[src/rtl/acia_tx.sv]
`default_nettype none
// ============================================================================
//  Module      : acia_tx
//  Description : Transmit section of a 6551-compatible ACIA. Holds one byte
//                in the Transmit Data Register and serialises it onto TXD as
//                start, 5-8 data bits (LSB first), optional parity and
//                1/1.5/2 stop bits, using 16 BCLK ticks per bit.
//  Revision    : 1.0  initial release
// ============================================================================
module acia_tx (
   input  logic       BCLK,
   input  logic       RESET,
   input  logic [7:0] TDR_DATA,
   input  logic       TDR_WR,
   input  logic [1:0] WL,
   input  logic       SBN,
   input  logic       PME,
   input  logic [1:0] PMC,
   input  logic       TX_BRK,
   input  logic       CTS_N,
   output logic       TXD,
   output logic       TDRE,
   output logic       TX_BUSY
);

   typedef enum logic [2:0] {
      S_IDLE   = 3'd0,
      S_START  = 3'd1,
      S_DATA   = 3'd2,
      S_PARITY = 3'd3,
      S_STOP   = 3'd4,
      S_BREAK  = 3'd5
   } state_t;

   // Last tick of a full 16-tick bit, and last tick of an 8-tick half bit.
   localparam logic [3:0] c_TICK_LAST = 4'd15;
   localparam logic [2:0] c_HALF_LAST = 3'd7;

   state_t     r_state;
   state_t     w_state_nxt;
   logic [7:0] r_tdr;
   logic       r_tdre;
   logic [7:0] r_shift;
   logic [7:0] w_shift_nxt;
   logic [3:0] r_tick;
   logic [3:0] w_tick_nxt;
   logic [2:0] r_bit_cnt;       // data bit index, or stop half-bit index
   logic [2:0] w_bit_nxt;
   logic [2:0] r_last_bit;      // index of the final data bit of this frame
   logic       r_pme;
   logic       r_par_bit;
   logic [1:0] r_stop_last;     // number of stop half-bits minus one
   logic       r_txd;
   logic       w_txd_nxt;
   logic       w_load;
   logic       w_eval;

   logic [2:0] w_last_bit;
   logic [7:0] w_mask;
   logic [7:0] w_sent;
   logic       w_par_calc;
   logic [1:0] w_stop_last;

   // Decode the frame format from the live control inputs; used only at transfer.
   always_comb begin
      w_last_bit = 3'd7 - {1'b0, WL};
      case (WL)
         2'b00:   w_mask = 8'hFF;
         2'b01:   w_mask = 8'h7F;
         2'b10:   w_mask = 8'h3F;
         default: w_mask = 8'h1F;
      endcase
      // Unsent upper bits are masked to zero so they cannot disturb the parity.
      w_sent = r_tdr & w_mask;
      case (PMC)
         2'b00:   w_par_calc = ~^w_sent;
         2'b01:   w_par_calc = ^w_sent;
         2'b10:   w_par_calc = 1'b1;
         default: w_par_calc = 1'b0;
      endcase
      // Stop length in 8-tick halves: 2 = one bit, 3 = 1.5 bits, 4 = two bits.
      if (!SBN) begin
         w_stop_last = 2'd1;
      end else if ((WL == 2'b11) && !PME) begin
         w_stop_last = 2'd2;
      end else if ((WL == 2'b00) && PME) begin
         w_stop_last = 2'd1;
      end else begin
         w_stop_last = 2'd3;
      end
   end

   // Next-state, counters and serial output for the transmit sequencer.
   always_comb begin
      w_state_nxt = r_state;
      w_tick_nxt  = r_tick + 4'd1;
      w_bit_nxt   = r_bit_cnt;
      w_shift_nxt = r_shift;
      w_load      = 1'b0;
      w_eval      = 1'b0;
      w_txd_nxt   = 1'b1;

      case (r_state)
         S_IDLE: begin
            w_tick_nxt = 4'd0;
            w_eval     = 1'b1;
         end
         S_START: begin
            if (r_tick == c_TICK_LAST) begin
               w_state_nxt = S_DATA;
               w_bit_nxt   = 3'd0;
            end
         end
         S_DATA: begin
            if (r_tick == c_TICK_LAST) begin
               w_shift_nxt = {1'b0, r_shift[7:1]};
               if (r_bit_cnt == r_last_bit) begin
                  w_state_nxt = r_pme ? S_PARITY : S_STOP;
                  w_bit_nxt   = 3'd0;
               end else begin
                  w_bit_nxt   = r_bit_cnt + 3'd1;
               end
            end
         end
         S_PARITY: begin
            if (r_tick == c_TICK_LAST) begin
               w_state_nxt = S_STOP;
               w_bit_nxt   = 3'd0;
            end
         end
         S_STOP: begin
            // The stop period is counted in half bits so 1.5 stop bits fits.
            if (r_tick[2:0] == c_HALF_LAST) begin
               if (r_bit_cnt == {1'b0, r_stop_last}) begin
                  w_eval = 1'b1;
               end else begin
                  w_bit_nxt = r_bit_cnt + 3'd1;
               end
            end
         end
         S_BREAK: begin
            w_tick_nxt = 4'd0;
            if (!TX_BRK) begin
               w_state_nxt = S_IDLE;
            end
         end
         default: begin
            w_state_nxt = S_IDLE;
            w_tick_nxt  = 4'd0;
         end
      endcase

      // Character-start decision: break first, then a pending byte with CTS.
      if (w_eval) begin
         w_tick_nxt = 4'd0;
         w_bit_nxt  = 3'd0;
         if (TX_BRK) begin
            w_state_nxt = S_BREAK;
         end else if (!r_tdre && !CTS_N) begin
            w_state_nxt = S_START;
            w_shift_nxt = r_tdr;
            w_load      = 1'b1;
         end else begin
            w_state_nxt = S_IDLE;
         end
      end

      case (w_state_nxt)
         S_START:  w_txd_nxt = 1'b0;
         S_DATA:   w_txd_nxt = w_shift_nxt[0];
         S_PARITY: w_txd_nxt = r_par_bit;
         S_STOP:   w_txd_nxt = 1'b1;
         S_BREAK:  w_txd_nxt = 1'b0;
         default:  w_txd_nxt = 1'b1;
      endcase
   end

   // Sequencer state, counters, shift register and registered TXD.
   always_ff @(posedge BCLK or negedge RESET) begin
      if (!RESET) begin
         r_state   <= S_IDLE;
         r_tick    <= 4'd0;
         r_bit_cnt <= 3'd0;
         r_shift   <= 8'h00;
         r_txd     <= 1'b1;
      end else begin
         r_state   <= w_state_nxt;
         r_tick    <= w_tick_nxt;
         r_bit_cnt <= w_bit_nxt;
         r_shift   <= w_shift_nxt;
         r_txd     <= w_txd_nxt;
      end
   end

   // Transmit Data Register, its empty flag, and the per-frame format latch.
   always_ff @(posedge BCLK or negedge RESET) begin
      if (!RESET) begin
         r_tdr       <= 8'h00;
         r_tdre      <= 1'b1;
         r_last_bit  <= 3'd7;
         r_pme       <= 1'b0;
         r_par_bit   <= 1'b0;
         r_stop_last <= 2'd1;
      end else begin
         if (w_load) begin
            // A transfer only happens with the TDR full, so no write can land here.
            r_tdre      <= 1'b1;
            r_last_bit  <= w_last_bit;
            r_pme       <= PME;
            r_par_bit   <= w_par_calc;
            r_stop_last <= w_stop_last;
         end else if (TDR_WR && r_tdre) begin
            r_tdr  <= TDR_DATA;
            r_tdre <= 1'b0;
         end
      end
   end

   assign TXD     = r_txd;
   assign TDRE    = r_tdre;
   assign TX_BUSY = (r_state != S_IDLE);

endmodule
`default_nettype wire
[config.mk]
export PLATFORM = sky130hd
export DESIGN_NAME = acia_tx
export DESIGN_NICKNAME = d
export VERILOG_FILES = /design/src/rtl/acia_tx.sv
export SDC_FILE = /design/constraint.sdc
export NUM_CORES = 1
export LEC_CHECK = 0
export ABC_AREA = 0
export CORE_ASPECT_RATIO = 0.5
export CORE_UTILIZATION = 49
export CTS_CLUSTER_DIAMETER = 40
export DETAILED_ROUTE_END_ITERATION = 10
export GPL_TIMING_DRIVEN = 0
export PLACE_DENSITY = 0.75
export SLEW_MARGIN = 0
export SYNTH_ARGS = -nofsm -noshare
export SYNTH_HDL_FRONTEND = slang
export SYNTH_SLANG_ARGS = --single-unit
[constraint.sdc]
create_clock -name BCLK -period 2.2 [get_ports BCLK]
set_input_delay 0.33 -clock BCLK [delete_from_list [all_inputs] [get_ports BCLK]]
set_output_delay 0.33 -clock BCLK [all_outputs]
set_load 0.02 [all_outputs]
==> flow_summary.toml, run 1 <==
[outcome]
status = "finished, final reports clean"

[die]
rows = 15
fp.dieW_um = 87.2
core_area_um2 = 3450
die_y_um = 44.6
start_util = 0.515
boundaryPins = 22
dieArea_um2 = 3890

[yosys]
synth_flop_cell = "dfrtp_1"
synth_edf_count = 0
synth_fp_nets = 186
ys_ff_latch = 34
synth_area_um2 = 1780
synth_top_area_share = 0.408
syn_inst = 164
ys_warn_count = 0
synth_compound_area_frac = 0.139
synth_top_family_by_area = "simple AND/OR/NAND/NOR gates"
ys_types = 40
async_flop_share = 1.00
synth_largest_area_cell = "dfrtp_1"
synth_area_per_cell_um2 = 10.8
synthSimpleGateAreaFrac = 0.162
ys_seq_area_frac = 0.482
yosys.area_share.xor_xnor = 0.0591
synthAdderAreaFrac = 0.0211
synth_area_leaders = "dfrtp_1 41%, dfstp_2 7.4%, xnor2_1 5.9%"
muxShareOfSynthArea = 0.105

[finish]
layout.nets = 217
areaGrowthSynthToFinish_pct = 23.7
diodes = 0
drive_gt1_frac = 0.209
layout_commonest_cell = "dfrtp_1"
final_cell_mix = "29 x dfrtp_1, 20 x clkdlybuf4s50_1, 15 x nand2_1"
final_util = 0.637

[global_route]
grt_pass1_vias = 1250
met1_usage = 0.236
track_usage = 0.193
overflow = 0
antenna_found_initial = 0
met2_usage = 0.331
grt_first_pass_wirelength_um = 5460
grt_use_met3 = 0.0560
gr-max-usage-layer = "met2"
grt_max_degree = 35

[power_and_ir_drop]
p_leak_nw = 0.972
clock_power_share = 0.155
power.switching_mw = 1.06
seqPwrFrac = 0.411
internal_power_mw = 1.79
pwr-share-comb = 0.435
sw_frac_of_total = 0.373
ir_drop_mv = 0.646
power_density_nw_per_um2 = 1290

[cts]
cts_inserted_buffers = 5
clk_pin_slew_ps = 60
cts_root_buffer = "clkbuf_8"
cts_tree = "yes"
clk_path_buf_depth = 2
ctsHoldBuffers = 0
htree_levels = 2
clock_sinks = 34
clk-insertion-delay-late_ps = 290

[drt]
drtIter0Drc = 29
routed_wl_um = 3440
wl_per_cell_um = 13.9
drc_errors = 0
first_pass_iters = 4
vias = 1311
via_per_inst = 5.31
ant_nets = 0

[timing]
setup_ws_ps = 69.0
hold_viol_final = 0
setup_viol = 0
fin_crit_ps = 2130
whs_ps = 113
tns_ps = 0
rsz0062_at_grt = "yes"
relSlewSlack = 0.497
finalCritPeriodShare = 0.969
drv_slew = 0
worstMarginPinSlew_ps = 755
skew_ps = 5.48
max_freq_mhz = 469

[place]
portBuffers = 21
place_hpwl_um = 2300
gp_congestion = 0.746
dp_slack_ps = -119

[setup_path]
worst-setup-path-type = "flip-flop to flip-flop"
cp_max_fo = 10
start_kind = "flip-flop"
required_ps = 2370
endpoint_kind = "flip-flop"
crit_arrival_ps = 2300

[job]
maxCapViolations = 0

[worst_hold_path]
hold_class = "primary input to asynchronous set/reset pin"
[through the flow]
stage | cell area (um^2) | total power [mW] | cells
floorplan | 1780 | 2.02 | 164
global placement | 2050 | 2.27 | 236
detailed placement | 2050 | 2.32 | 236
CTS | 2160 | 2.83 | 246
global route | 2200 | 3.04 | 247
finish | 2200 | 2.85 | 247
[path summary, 6_finish.rpt]
kind                                from             to  slack (ps)  cells past startpoint
setup reg to reg               r_tick[1]          r_pme          70                      7
setup / recovery               r_tick[1]          r_pme          70                      7
hold / removal                     RESET      r_tick[0]         110                      1
max in group asynchronous          RESET       r_tdr[7]        1610                      1
min in group BCLK          r_last_bit[1]  r_last_bit[1]         470                      2
hold reg to reg            r_last_bit[1]  r_last_bit[1]         470                      2
[layer usage]
layer,routed length [um],up-vias
met2,1650,24
met1,1680,631
met3,91,3
met4,21,0
met5,0,-
li1,-,653
[synthesized netlist by cell type (all sizes together) (2+ instances only)]
cell type	n
nand2b	2
mux2i	7
ha	3
and3	6
or4	2
a31oi	2
o22ai	3
mux2	10
nor2	16
buf	3
nand2	15
xnor2	12
dfrtp	29
dfstp	5
o21ai	11
nand3	5
inv	6
nor2b	2
a21oi	8
[power by group through the flow]
stage                     Sequential [mW]  Combinational (mW)  Clock, mW
after floorplan                      1.13               0.885          0
after global placement               1.16                1.11          0
after detailed placement             1.17                1.15          0
after CTS                            1.16                1.22      0.453
after global routing                 1.21                1.34      0.485
final                                1.17                1.24      0.441
[flip-flops by register name, indices dropped and copies added (netlist names)]
register / flops
r_last_bit: 2
r_bit_cnt: 3
r_pme: 1
r_state: 3
r_shift: 8
r_tdr: 8
TXD: 1
r_tick: 4
TDRE: 1
r_par_bit: 1
r_stop_last: 2
[kinds of logic after synthesis]
kind of cell             Yosys count
AO/OA/AOI/OAI                     35
multiplexers                      17
buffers and inverters              9
adder cells (fa/ha/maj)            3
flip-flops                        34
XOR/XNOR                          12
AND/OR/NAND/NOR                   54
[critical path, cell delays in order (launching register included)]
cell,delay (ps)
dfrtp_1,350
ha_2,200
ha_4,130
nor4b_4,260
a32oi_4,160
or4_4,450
buf_12,170
mux2_4,290
[what timing repair did]
action	in CTS	in global routing
setup endpoints to repair	14	14
cloned	0	0
resized for setup	2	9
endpoints found under the hold margin	0	0
pin swaps	1	2
setup buffers	2	1
[layout make-up]
type,instances,area [um^2]
inverters,6,22.5
plain buffers,3,46.3
fillers,295,1250
flip-flops and latches,34,857
multi-input cells,121,903
clock buffers,8,80.1
repair buffers,24,228
well taps,51,63.8
(Power assumes the default switching activity.)
==> run 2: changes to the inputs <==
--- a/config.mk
+++ b/config.mk
@@ -6,7 +6,8 @@
 export NUM_CORES = 1
 export LEC_CHECK = 0
 export ABC_AREA = 0
-export CORE_ASPECT_RATIO = 0.5
+export CAP_MARGIN = 20
+export CORE_ASPECT_RATIO = 1.2
 export CORE_UTILIZATION = 49
 export CTS_CLUSTER_DIAMETER = 40
 export DETAILED_ROUTE_END_ITERATION = 10
@@ -16,3 +17,4 @@
 export SYNTH_ARGS = -nofsm -noshare
 export SYNTH_HDL_FRONTEND = slang
 export SYNTH_SLANG_ARGS = --single-unit
+export TNS_END_PERCENT = 30
==> run 2 against run 1 <==
Compared with the run above:
- sequential cell count stayed put
- clock power rose by 7.3%
- fmax fell by 4.6%
- clock-buffer cell count decreased by 1
- die area is 0.35% lower
- largest power group unchanged
- worst hold slack got worse by 25 ps
- highest routed layer unchanged
- combinational power barely moved
- first-iteration DRC count grew 48%
- critical endpoint unchanged
- the flow now finishes with violations (DRC, setup timing)
- sequential power hardly changed
- clock skew is 0.72 ps higher
==> flow_summary.toml, run 2 (synthesized netlist as in run 1, its figures left out) <==
[drt]
vias = 1320
wl_per_cell_um = 14.7
drc_errors = 2
drtIter0Drc = 43
routed_wl_um = 3450
via_per_inst = 5.62
ant_nets = 0
first_pass_iters = 7

[die]
core_area_um2 = 3400
rows = 23
die_y_um = 68.0
fp.dieW_um = 57.0
dieArea_um2 = 3880
start_util = 0.524
boundaryPins = 22

[finish]
largest_registers = "r_shift x8, r_tdr x8, r_tick x4"
drive_gt1_frac = 0.227
multiInputGateArea_um2 = 913
diodes = 0
areaGrowthSynthToFinish_pct = 24.3
layout.nets = 219
final_cell_mix = "29 x dfrtp_1, 20 x clkdlybuf4s50_1, 15 x nand2_1"
regArea_um2 = 857
fillCellCount = 271
layout_commonest_cell = "dfrtp_1"

[cts]
clock_sinks = 34
clk_pin_slew_ps = 70
cts_inserted_buffers = 5
cts_tree = "yes"
cts_root_buffer = "clkbuf_8"
clk_path_buf_depth = 2
htree_levels = 2
clk-insertion-delay-late_ps = 290

[setup_path]
cpMostUsedCell = "ha_4"
worst-setup-path-type = "flip-flop to flip-flop"
worst-path-buf-inv = 1
crit_path_cell_trace = "ha_4, ha_4, nor4b_4, a32oi_4, or4_4, buf_8, mux2_4"
r2r_slack_ps = -30
cp_slowest_cell = "or4_4"
required_ps = 2380
critPathLaunch = "r_tick[1]"
cp.depth = 7
critical-path-max-stage-delay_ps = 510
crit_arrival_ps = 2410
r2r_end = "r_pme"
start_kind = "flip-flop"
r2r_start = "r_tick[1]"
cp_max_fo = 5
endpoint = "r_pme"
reg2regPathDepth = 7
cp_top_family = "simple AND/OR/NAND/NOR gates"
endpoint_kind = "flip-flop"

[power_and_ir_drop]
ir_drop_mv = 0.738
power_density_nw_per_um2 = 1310
p_leak_nw = 0.986
fin_total_pwr_mw = 2.90

[global_route]
grt_first_pass_wirelength_um = 5710
grt_max_degree = 35
grt_pass1_vias = 1375
track_usage = 0.198
antenna_found_initial = 0
overflow = 0

[timing]
tns_ps = -121
hold_viol_final = 0
relSlewSlack = 0.520
worstMarginPinSlew_ps = 720
drv_slew = 0
setup_ws_ps = -32.6
fin_crit_ps = 2230
finalCritPeriodShare = 1.01
rsz0062_at_grt = "yes"
setup_viol = 7
max_freq_mhz = 448
skew_ps = 6.20

[worst_hold_path]
hold_class = "primary input to asynchronous set/reset pin"

[place]
gp_congestion = 0.825
dp_slack_ps = -89.4
portBuffers = 21
place_hpwl_um = 2440

[outcome]
status = "finished, violations left"
violations = "DRC, setup timing"

[job]
maxCapViolations = 0
## run 2: cell count changes in the layout (fill, tap and decap cells not counted)
| cell | previous run | this run |
|---|---|---|
| clkinv_2 | 0 | 1 |
| ha_4 | 1 | 2 |
| buf_4 | 3 | 4 |
| clkbuf_8 | 5 | 6 |
| buf_8 | 1 | 2 |
| buf_2 | 1 | 2 |
| clkbuf_1 | 3 | 1 |
| ha_2 | 1 | 0 |
| buf_12 | 1 | 0 |
## run 2: worst register-to-register path: stages (launching register included)
cell,delay (ps)
dfrtp_1,400
ha_4,170
ha_4,130
nor4b_4,290
a32oi_4,170
or4_4,510
buf_8,160
mux2_4,290
## run 2: layout make-up
cell class                      instances  share of cell area
Sequential cell                        34               0.387
Multi-Input combinational cell        121               0.413
Buffer                                  3              0.0187
Clock buffer                            7              0.0390
Clock inverter                          1             0.00226
Tap cell                               37              0.0209
Timing Repair Buffer                   26               0.109
Inverter                                6              0.0102
## run 2: routing by layer
layer,part of all wire,track usage
met3,0.046,0.0567
met4,0.015,0.0854
met2,0.55,0.376
met1,0.39,0.202
met5,0,0
## run 2: repair_timing
action                                  CTS  global route
cloned                                    0             1
hold buffers                              0             0
buffers inserted                          3             1
endpoints found under the setup margin   14            14
pin swaps                                 1             3
gates resized for setup                   1            10
## run 2: per-stage QoR
stage	cells	hold WS, ps	area [um^2]	utilization
2_1_floorplan	164	34.4	1780	-
6_report	235	87.6	2210	0.651
5_1_grt	235	143	2210	0.651
4_1_cts	233	115	2160	0.635
3_5_place_dp	222	428	2030	0.598
3_3_place_gp	222	448	2040	0.599
## run 2: worst min-delay path by stage
stage / start / end / slack (ps) / depth (start not counted)
floorplan: RESET / r_bit_cnt[0] / 30 / 0
global placement: r_tick[0] / r_tick[0] / 450 / 1
detailed placement: RESET / r_bit_cnt[1] / 430 / 1
CTS: RESET / r_bit_cnt[1] / 110 / 1
global route: RESET / r_tick[3] / 140 / 1
finish: RESET / r_bit_cnt[1] / 90 / 1
## run 2: power breakdown
| group | internal (mW) | switching, mW |
|---|---|---|
| logic | 0.662 | 0.589 |
| registers | 0.921 | 0.258 |
| clock network | 0.252 | 0.221 |
==> run 3: changes to the inputs <==
--- a/config.mk
+++ b/config.mk
@@ -5,14 +5,15 @@
 export SDC_FILE = /design/constraint.sdc
 export NUM_CORES = 1
 export LEC_CHECK = 0
-export ABC_AREA = 0
+export ABC_AREA = 1
 export CAP_MARGIN = 20
 export CORE_ASPECT_RATIO = 1.2
-export CORE_UTILIZATION = 49
+export CORE_UTILIZATION = 50
 export CTS_CLUSTER_DIAMETER = 40
 export DETAILED_ROUTE_END_ITERATION = 10
 export GPL_TIMING_DRIVEN = 0
-export PLACE_DENSITY = 0.75
+export PLACE_DENSITY = 0.76
+export REMOVE_ABC_BUFFERS = 1
 export SLEW_MARGIN = 0
 export SYNTH_ARGS = -nofsm -noshare
 export SYNTH_HDL_FRONTEND = slang
==> run 3 against run 2 <==
Compared with the run above:
- the run ends with DRC left
- first-iteration DRC count rose by 28%
- sequential share of layout area grew 0.76 points
- critical path depth shrank 4
- critical endpoint is now TX_BUSY
- largest power group is now registers
- highest routed layer unchanged
==> flow_summary.toml, run 3 <==
[outcome]
status = "finished, violations left"
violations = "DRC"

[global_route]
grt_first_pass_wirelength_um = 6290
grt_pass1_vias = 1517
antenna_found_initial = 0
track_usage = 0.216
overflow = 0
grt_max_degree = 35

[timing]
tns_ps = 0
finalCritPeriodShare = 0.893
drv_slew = 0
fin_crit_ps = 1960
skew_ps = 5.36
worstMarginPinSlew_ps = 750
rsz0062_at_grt = "no"
whs_ps = 106
setup_viol = 0
max_freq_mhz = 509
setup_ws_ps = 235
hold_viol_final = 0
relSlewSlack = 0.500

[yosys]
synth_area_leaders = "dfrtp_1 39%, nand2_1 16%, dfstp_2 7.1%"
ys_types = 27
synth_top_area_share = 0.394
synth_area_per_cell_um2 = 7.48
syn_inst = 246
synth_largest_area_cell = "dfrtp_1"
ys_ff_latch = 34
ys_warn_count = 0
synth_area_um2 = 1840
synth_flop_cell = "dfrtp_1"
ys_seq_area_frac = 0.466
ys_top_cells_by_count = "79 x nand2_1, 32 x inv_1, 29 x dfrtp_1"
async_flop_share = 1.00
synth_most_common_cell = "nand2_1"
synth_edf_count = 0

[setup_path]
cp_max_fo = 5
crit_arrival_ps = 1630
endpoint_kind = "primary output"
worst-setup-path-type = "flip-flop to primary output"
start_kind = "flip-flop"
required_ps = 1870

[place]
gp_congestion = 0.875
placed_cell_area_um2 = 2080
portBuffers = 21
place_inst = 301
place_hpwl_um = 2680
dp_slack_ps = 253

[power_and_ir_drop]
p_leak_nw = 1.11
power_density_nw_per_um2 = 575
fin_total_pwr_mw = 1.25
ir_drop_mv = 0.383
internal_power_mw = 0.943
clock_power_share = 0.388
seqPwrFrac = 0.521
power.switching_mw = 0.304
sw_frac_of_total = 0.244
pwr-share-comb = 0.091

[die]
fp.dieW_um = 57.4
dieArea_um2 = 3930
die_y_um = 68.5
core_area_um2 = 3420
boundaryPins = 22
start_util = 0.537
rows = 23

[drt]
via_per_inst = 5.20
ant_nets = 0
wl_per_cell_um = 11.8
routed_wl_um = 3630
drtIter0Drc = 55
vias = 1606
first_pass_iters = 8
drc_errors = 1

[finish]
areaGrowthSynthToFinish_pct = 17.9
final_cell_mix = "79 x nand2_1, 32 x inv_1, 29 x dfrtp_1"
diodes = 0
largest_registers = "r_shift x8, r_tdr x8, r_tick x4"
final_util = 0.634
fin_area_um2 = 2170
layout.nets = 293
drive_gt1_frac = 0.0846
layoutNonFillerInstCount = 309
layout_commonest_cell = "nand2_1"

[cts]
htree_levels = 2
ctsHoldBuffers = 0
clk_path_buf_depth = 2
cts_setup_buffers = 0
clk_pin_slew_ps = 70
clk-insertion-delay-late_ps = 290
clock_sinks = 34
cts_root_buffer = "clkbuf_8"
cts_inserted_buffers = 5
cts_tree = "yes"
cts_resized = 0

[worst_hold_path]
hold_class = "primary input to asynchronous set/reset pin"

[job]
maxCapViolations = 0
## run 3: cell types whose count changed after synthesis, moves of 10 or more
cell and delta:
inv_1 +26, o21ai_0 +10, nand2_1 +64, xnor2_1 -10
nor2_1 +12, nand3_1 +12
## run 3: metal layers
metal / GRT usage / wire, um / vias up / part of all wire
met4: 0.101 / 78 / 0 / 0.021
li1: - / - / 831 / -
met2: 0.390 / 1810 / 28 / 0.50
met3: 0.0510 / 117 / 8 / 0.032
met5: 0 / 0 / - / 0
met1: 0.243 / 1630 / 739 / 0.45
## run 3: critical path: stages, from the launching register on
cell and delay, ps:
dfrtp_1 440, nor2_1 220, nand2_1 120, clkdlybuf4s50_1 560
## run 3: cell families after synthesis
family,count (synthesis),share of synthesized area
AO/OA/AOI/OAI,32,0.0972
buffers and inverters,37,0.0782
XOR/XNOR,3,0.0143
AND/OR/NAND/NOR,135,0.312
multiplexers,2,0.0122
flip-flops,34,0.466
adder cells (fa/ha/maj),3,0.0204
## run 3: final timing paths
path | endpoint | depth (start not counted) | slack [ps] | startpoint
max in group asynchronous | r_tick[3] | 1 | 1620 | RESET
max reg2reg | r_pme | 10 | 260 | r_tick[0]
min reg2reg | r_tick[0] | 1 | 470 | r_tick[0]
max | TX_BUSY | 3 | 240 | r_state[0]
min | r_bit_cnt[0] | 1 | 110 | RESET
min in group BCLK | r_tick[0] | 1 | 470 | r_tick[0]
## run 3: layout make-up
type	count	area, um^2
Timing Repair Buffer	21	205
Multi-Input combinational cell	175	840
Sequential cell	34	857
Clock inverter	1	5.00
Tap cell	37	46.3
Clock buffer	7	86.3
Fill cell	325	1250
Inverter	34	130
## run 3: power by group through the flow
stage               combinational (mW)  clock [mW]  sequential, mW
floorplan                       0.0575           0           0.658
global placement                 0.113           0           0.661
detailed placement               0.115           0           0.661
CTS                              0.115       0.491           0.650
global route                     0.131       0.508           0.651
finish                           0.114       0.484           0.650
==> patch 1: new RTL, settings of run 3 <==
Register the output `TXD` once more, cleared by the reset; this adds one clock of latency there. The other outputs are not delayed to match. Comments in the files are not updated.
--- a/src/rtl/acia_tx.sv
+++ b/src/rtl/acia_tx.sv
@@ -216,7 +216,13 @@
       end
    end
 
-   assign TXD     = r_txd;
+   always_ff @(posedge BCLK or negedge RESET) begin
+      if (!RESET) begin
+         TXD <= '0;
+      end else begin
+         TXD <= r_txd;
+      end
+   end
    assign TDRE    = r_tdre;
    assign TX_BUSY = (r_state != S_IDLE);
 
Formal check against the unedited RTL: not equivalent (Yosys sat finds a counterexample within 4 cycles, from zero or initial values and one cycle with RESET low).
==> patch 1 against run 3 <==
Fmax is 0.94% lower; worst setup slack worse by 19 ps; power is 4.2% higher; wire length is 1.2% lower; register-to-register slack better by 110 ps; sequential share of layout area is 0.33 points higher; die area is 2.2% higher; utilization is 1.9 points lower; final area is 2.1% higher; sequential cell count is 1 higher; synthesized area is 2.3% higher; first-iteration DRC count is 31% higher; sequential power is 3% higher; largest cell class unchanged; largest power group unchanged.
==> patch 1: results (changes against run 3) <==
Outcome
  – Status: finished clean (was finished, violations left)

Global routing
  – Largest net degree at the start of global routing: 36 (was 35)
  – Met3 Use GR: 0.0616 (was 0.0510)
  – Met2 usage: 0.347 (was 0.390)
  – Grt met1 use: 0.219 (was 0.243)
  – Initial antenna violation count: 0 (unchanged)
  – First-pass GRT wire length: 6.13 mm (was 6.29 mm)
  – Vias in the first global route: 1480 (was 1517)
  – GRT Resource Usage Total: 0.200 (was 0.216)

Route
  – Metal-1 WL: 1.54 mm (was 1.63 mm)
  – Routed wire per std cell: 11.5 um (was 11.8 um)
  – Vias: 1586 (was 1606)
  – DRT Pass-1 Iters: 4 (was 8)
  – Max layer used: met4 (unchanged)
  – Met3 wire length: 99 um (was 117 um)
  – Met2 routed WL: 1.89 mm (was 1.81 mm)
  – Initial DRC count: 72 (was 55)

Synthesis
  – Distinct cells, synth: 26 (was 27)
  – Post-synth top cells: nand2_1, inv_1, dfrtp_1 (unchanged)
  – Post-Syn Area per Cell: 7.65 sq um (was 7.48 sq um)
  – Syn. warnings: 0 (unchanged)
  – Register area share after synthesis: 0.468 (was 0.466)
  – Post-synth ARST share: 1.00 (unchanged)
  – Largest cells by area after synthesis: dfrtp_1, nand2_1, dfstp_2 (unchanged)
  – Most used DFF post-synth: dfrtp_1 (unchanged)

Place
  – Detail Placement HPWL: 2.60 mm (was 2.68 mm)
  – DP Cell Count: 303 (was 301)
  – DP Area: 0.00211 sq mm (was 0.00208 sq mm)
  – Gpl congestion: 0.860 (was 0.875)

Cells and area
  – Layout cells sized above 1: 0.0956 (was 0.0846)
  – Largest registers: r_shift (8), r_tdr (8), r_tick (4) (unchanged)
  – Fin cells: 311 (was 309)
  – Fillers: 345 (was 325)
  – Diodes inserted: 0 (unchanged)

Setup path
  – CP Max Fanout: 5 (unchanged)
  – Worst path arrival time: 1650 ps (was 1630 ps)

Clock tree
  – Max clock buf depth: 2 (unchanged)
  – H-tree Lvls: 2 (unchanged)
  – Post-CTS setup buffer count: 0 (unchanged)
  – Post-CTS Resized: 0 (unchanged)
  – Clk_lat worst skew: 290 ps (about the same)
  – Root Buffer: clkbuf_8 (unchanged)

Min path
  – Worst hold path type: in -> async (unchanged)

Pwr
  – Leakage power: 0.00115 uW (was 0.00111 uW)
  – Max VDD drop: 0.000412 V (was 0.000383 V)

STA
  – Skew final: 5.87 ps (was 5.36 ps)
  – Tightest Pin Transition: 783 ps (was 750 ps)
-- patch 1: cell type report --
class,count,area share
flip-flops and latches,35,0.398
multi-input cells,173,0.380
repair buffers,21,0.0927
inverters,35,0.0605
clock buffers,7,0.0435
well taps,39,0.0220
clock inverters,1,0.00339
-- patch 1: per-stage QoR --
stage | utilization | hold WS (ps) | setup WS, ps
finish | 0.615 | 115 | 217
global route | 0.615 | 173 | 118
CTS | 0.615 | 136 | 210
detailed placement | 0.586 | 383 | 355
global placement | 0.587 | 380 | 41.6
floorplan | - | 34.4 | 648
-- patch 1: cell families after synthesis --
| family | Yosys count | share of synthesized area |
|---|---|---|
| AND/OR/NAND/NOR | 133 | 0.304 |
| adder cells (fa/ha/maj) | 3 | 0.0199 |
| buffers and inverters | 38 | 0.0851 |
| AO/OA/AOI/OAI | 31 | 0.0924 |
| multiplexers | 2 | 0.0120 |
| flip-flops | 35 | 0.468 |
| XOR/XNOR | 4 | 0.0186 |
-- patch 1: worst paths after layout --
kind / cells past startpoint / to / slack (ps) / startpoint
worst max-delay path: 5 / TX_BUSY / 220 / r_state[0]
worst min-delay path: 1 / r_tick[2] / 120 / RESET
worst max register to register: 8 / r_txd / 370 / r_tick[0]
worst min register to register: 0 / TXD / 390 / r_txd
max in group asynchronous: 1 / r_shift[5] / 1590 / RESET
min in group BCLK: 0 / TXD / 390 / r_txd
-- patch 1: critical path, stage by stage (launching register included) --
cell and delay (ps):
dfrtp_1 440, inv_2 90, nand2_2 90, inv_1 50, nand2_1 80, clkdlybuf4s50_1 600
-- patch 1: power breakdown --
part,internal (uW),switching (uW)
combinational,52.5,59.8
clock,285,235
sequential,657,11.1
==> patch 2: new RTL, settings of run 3 <==
Without the edit above. Re-encode `state_t` (6 states) as Gray code, 3 bits wide.
--- a/src/rtl/acia_tx.sv
+++ b/src/rtl/acia_tx.sv
@@ -24,12 +24,12 @@
 );
 
    typedef enum logic [2:0] {
-      S_IDLE   = 3'd0,
-      S_START  = 3'd1,
-      S_DATA   = 3'd2,
-      S_PARITY = 3'd3,
-      S_STOP   = 3'd4,
-      S_BREAK  = 3'd5
+      S_IDLE   = 3'b000,
+      S_START  = 3'b001,
+      S_DATA   = 3'b011,
+      S_PARITY = 3'b010,
+      S_STOP   = 3'b110,
+      S_BREAK  = 3'b111
    } state_t;
 
    // Last tick of a full 16-tick bit, and last tick of an 8-tick half bit.
Function: no difference found for any inputs over 10 cycles, from zero or initial values and one cycle with RESET low; not proved beyond that.
==> patch 2 against run 3 <==
Wire length fell by 4.9%; sequential cell count did not move; register-to-register slack got worse by 20 ps; worst hold slack improved by 2.2 ps; worst setup slack got worse by 4.5 ps; critical path depth did not move; synthesized cell count rose by 0.41%; power rose by 6.3%; synthesized area rose by 4.1%; final area rose by 4.7%; critical endpoint unchanged; highest routed layer unchanged.
==> patch 2: results (changes against run 3) <==
Outcome
  – Status: finished clean (was finished, violations left)

STA
  – Tightest Pin Transition: 762 ps (was 750 ps)
  – Skew final: 6.66 ps (was 5.36 ps)
  – Setup ws final: 231 ps (was 235 ps)
  – Hold slack: 108 ps (was 106 ps)

Cells and area
  – Nets@finish: 294 (was 293)
  – Fin cells: 325 (was 309)
  – Layout cells sized above 1: 0.121 (was 0.0846)

Synthesis
  – Distinct cells, synth: 29 (was 27)
  – Largest cells by area after synthesis: dfrtp_1, nand2_1, dfstp_2 (unchanged)
  – Post-synthesis xor/xnor area fraction: 0.0366 (was 0.0143)
  – Mux cell area share after synthesis: 0.0235 (was 0.0122)
  – Register area share after synthesis: 0.447 (was 0.466)
  – Post-Syn Area per Cell: 7.76 sq um (was 7.48 sq um)
  – Adder-Cell Fraction of Synth Area: 0.0196 (was 0.0204)
  – Post-synth top cells: nand2_1, inv_1, nor2_1 (was nand2_1, inv_1, dfrtp_1)
  – Most used DFF post-synth: dfrtp_1 (unchanged)
  – Compound-cell area share of the yosys netlist: 0.0888 (was 0.0972)

Global routing
  – GRT Resource Usage Total: 0.198 (was 0.216)
  – Grt met1 use: 0.226 (was 0.243)
  – Met2 usage: 0.345 (was 0.390)
  – Vias in the first global route: 1566 (was 1517)
  – First-pass GRT wire length: 6.18 mm (was 6.29 mm)
  – Met3 Use GR: 0.0448 (was 0.0510)

Setup path
  – R2r endpoint: TXD (was r_pme)
  – CP max stage delay: 620 ps (was 560 ps)
  – R2r setup slk: 240 ps (was 260 ps)
  – CP startpoint: r_state[2] (was r_state[0])
  – CP Max Fanout: 6 (was 5)

Place
  – DP Cell Count: 317 (was 301)
  – Input/output buffers: 21 (unchanged)
  – Pre-CTS setup slack: 134 ps (was 253 ps)
  – DP Area: 0.00217 sq mm (was 0.00208 sq mm)
  – Gpl congestion: 0.787 (was 0.875)
  – Detail Placement HPWL: 2.55 mm (was 2.68 mm)

Pwr
  – Leakage power: 0.00115 uW (was 0.00111 uW)

Route
  – Routed wire per std cell: 10.6 um (was 11.8 um)
  – Initial DRC count: 78 (was 55)
  – Metal-1 WL: 1.54 mm (was 1.63 mm)
  – Vias per cell: 4.90 (was 5.20)
  – Max layer used: met4 (unchanged)
  – Met3 wire length: 96 um (was 117 um)
  – Met2 routed WL: 1.75 mm (was 1.81 mm)
## patch 2: cell count changes after synthesis, sizes merged, moves of 3 or more
cell	run 3	this run
nor2	27	36
a21oi	8	5
o211ai	3	0
nand3	18	21
nand2	82	64
xor2	1	4
## patch 2: cell families after synthesis
| kind of cell | Yosys count |
|---|---|
| AOI/OAI and AO/OA | 30 |
| xor gates and xnor gates | 8 |
| adders and majority gates | 3 |
| buffers and inverters | 41 |
| DFF | 34 |
| muxes | 4 |
| and+or+nand+nor | 127 |
## patch 2: final cells by class
class	count	area (sq um)
Tap cell	52	65.1
Clock buffer	7	76.3
Clock inverter	1	30.0
Sequential cell	34	857
Timing Repair Buffer	21	205
Fill cell	349	1390
Inverter	38	156
Multi-Input combinational cell	172	882
## patch 2: where the power goes
group	internal, uW	switching, uW	total [uW]
sequential	638	12.5	651
combinational	56.2	56.9	113
clock	339	223	561
total	1030	292	1330
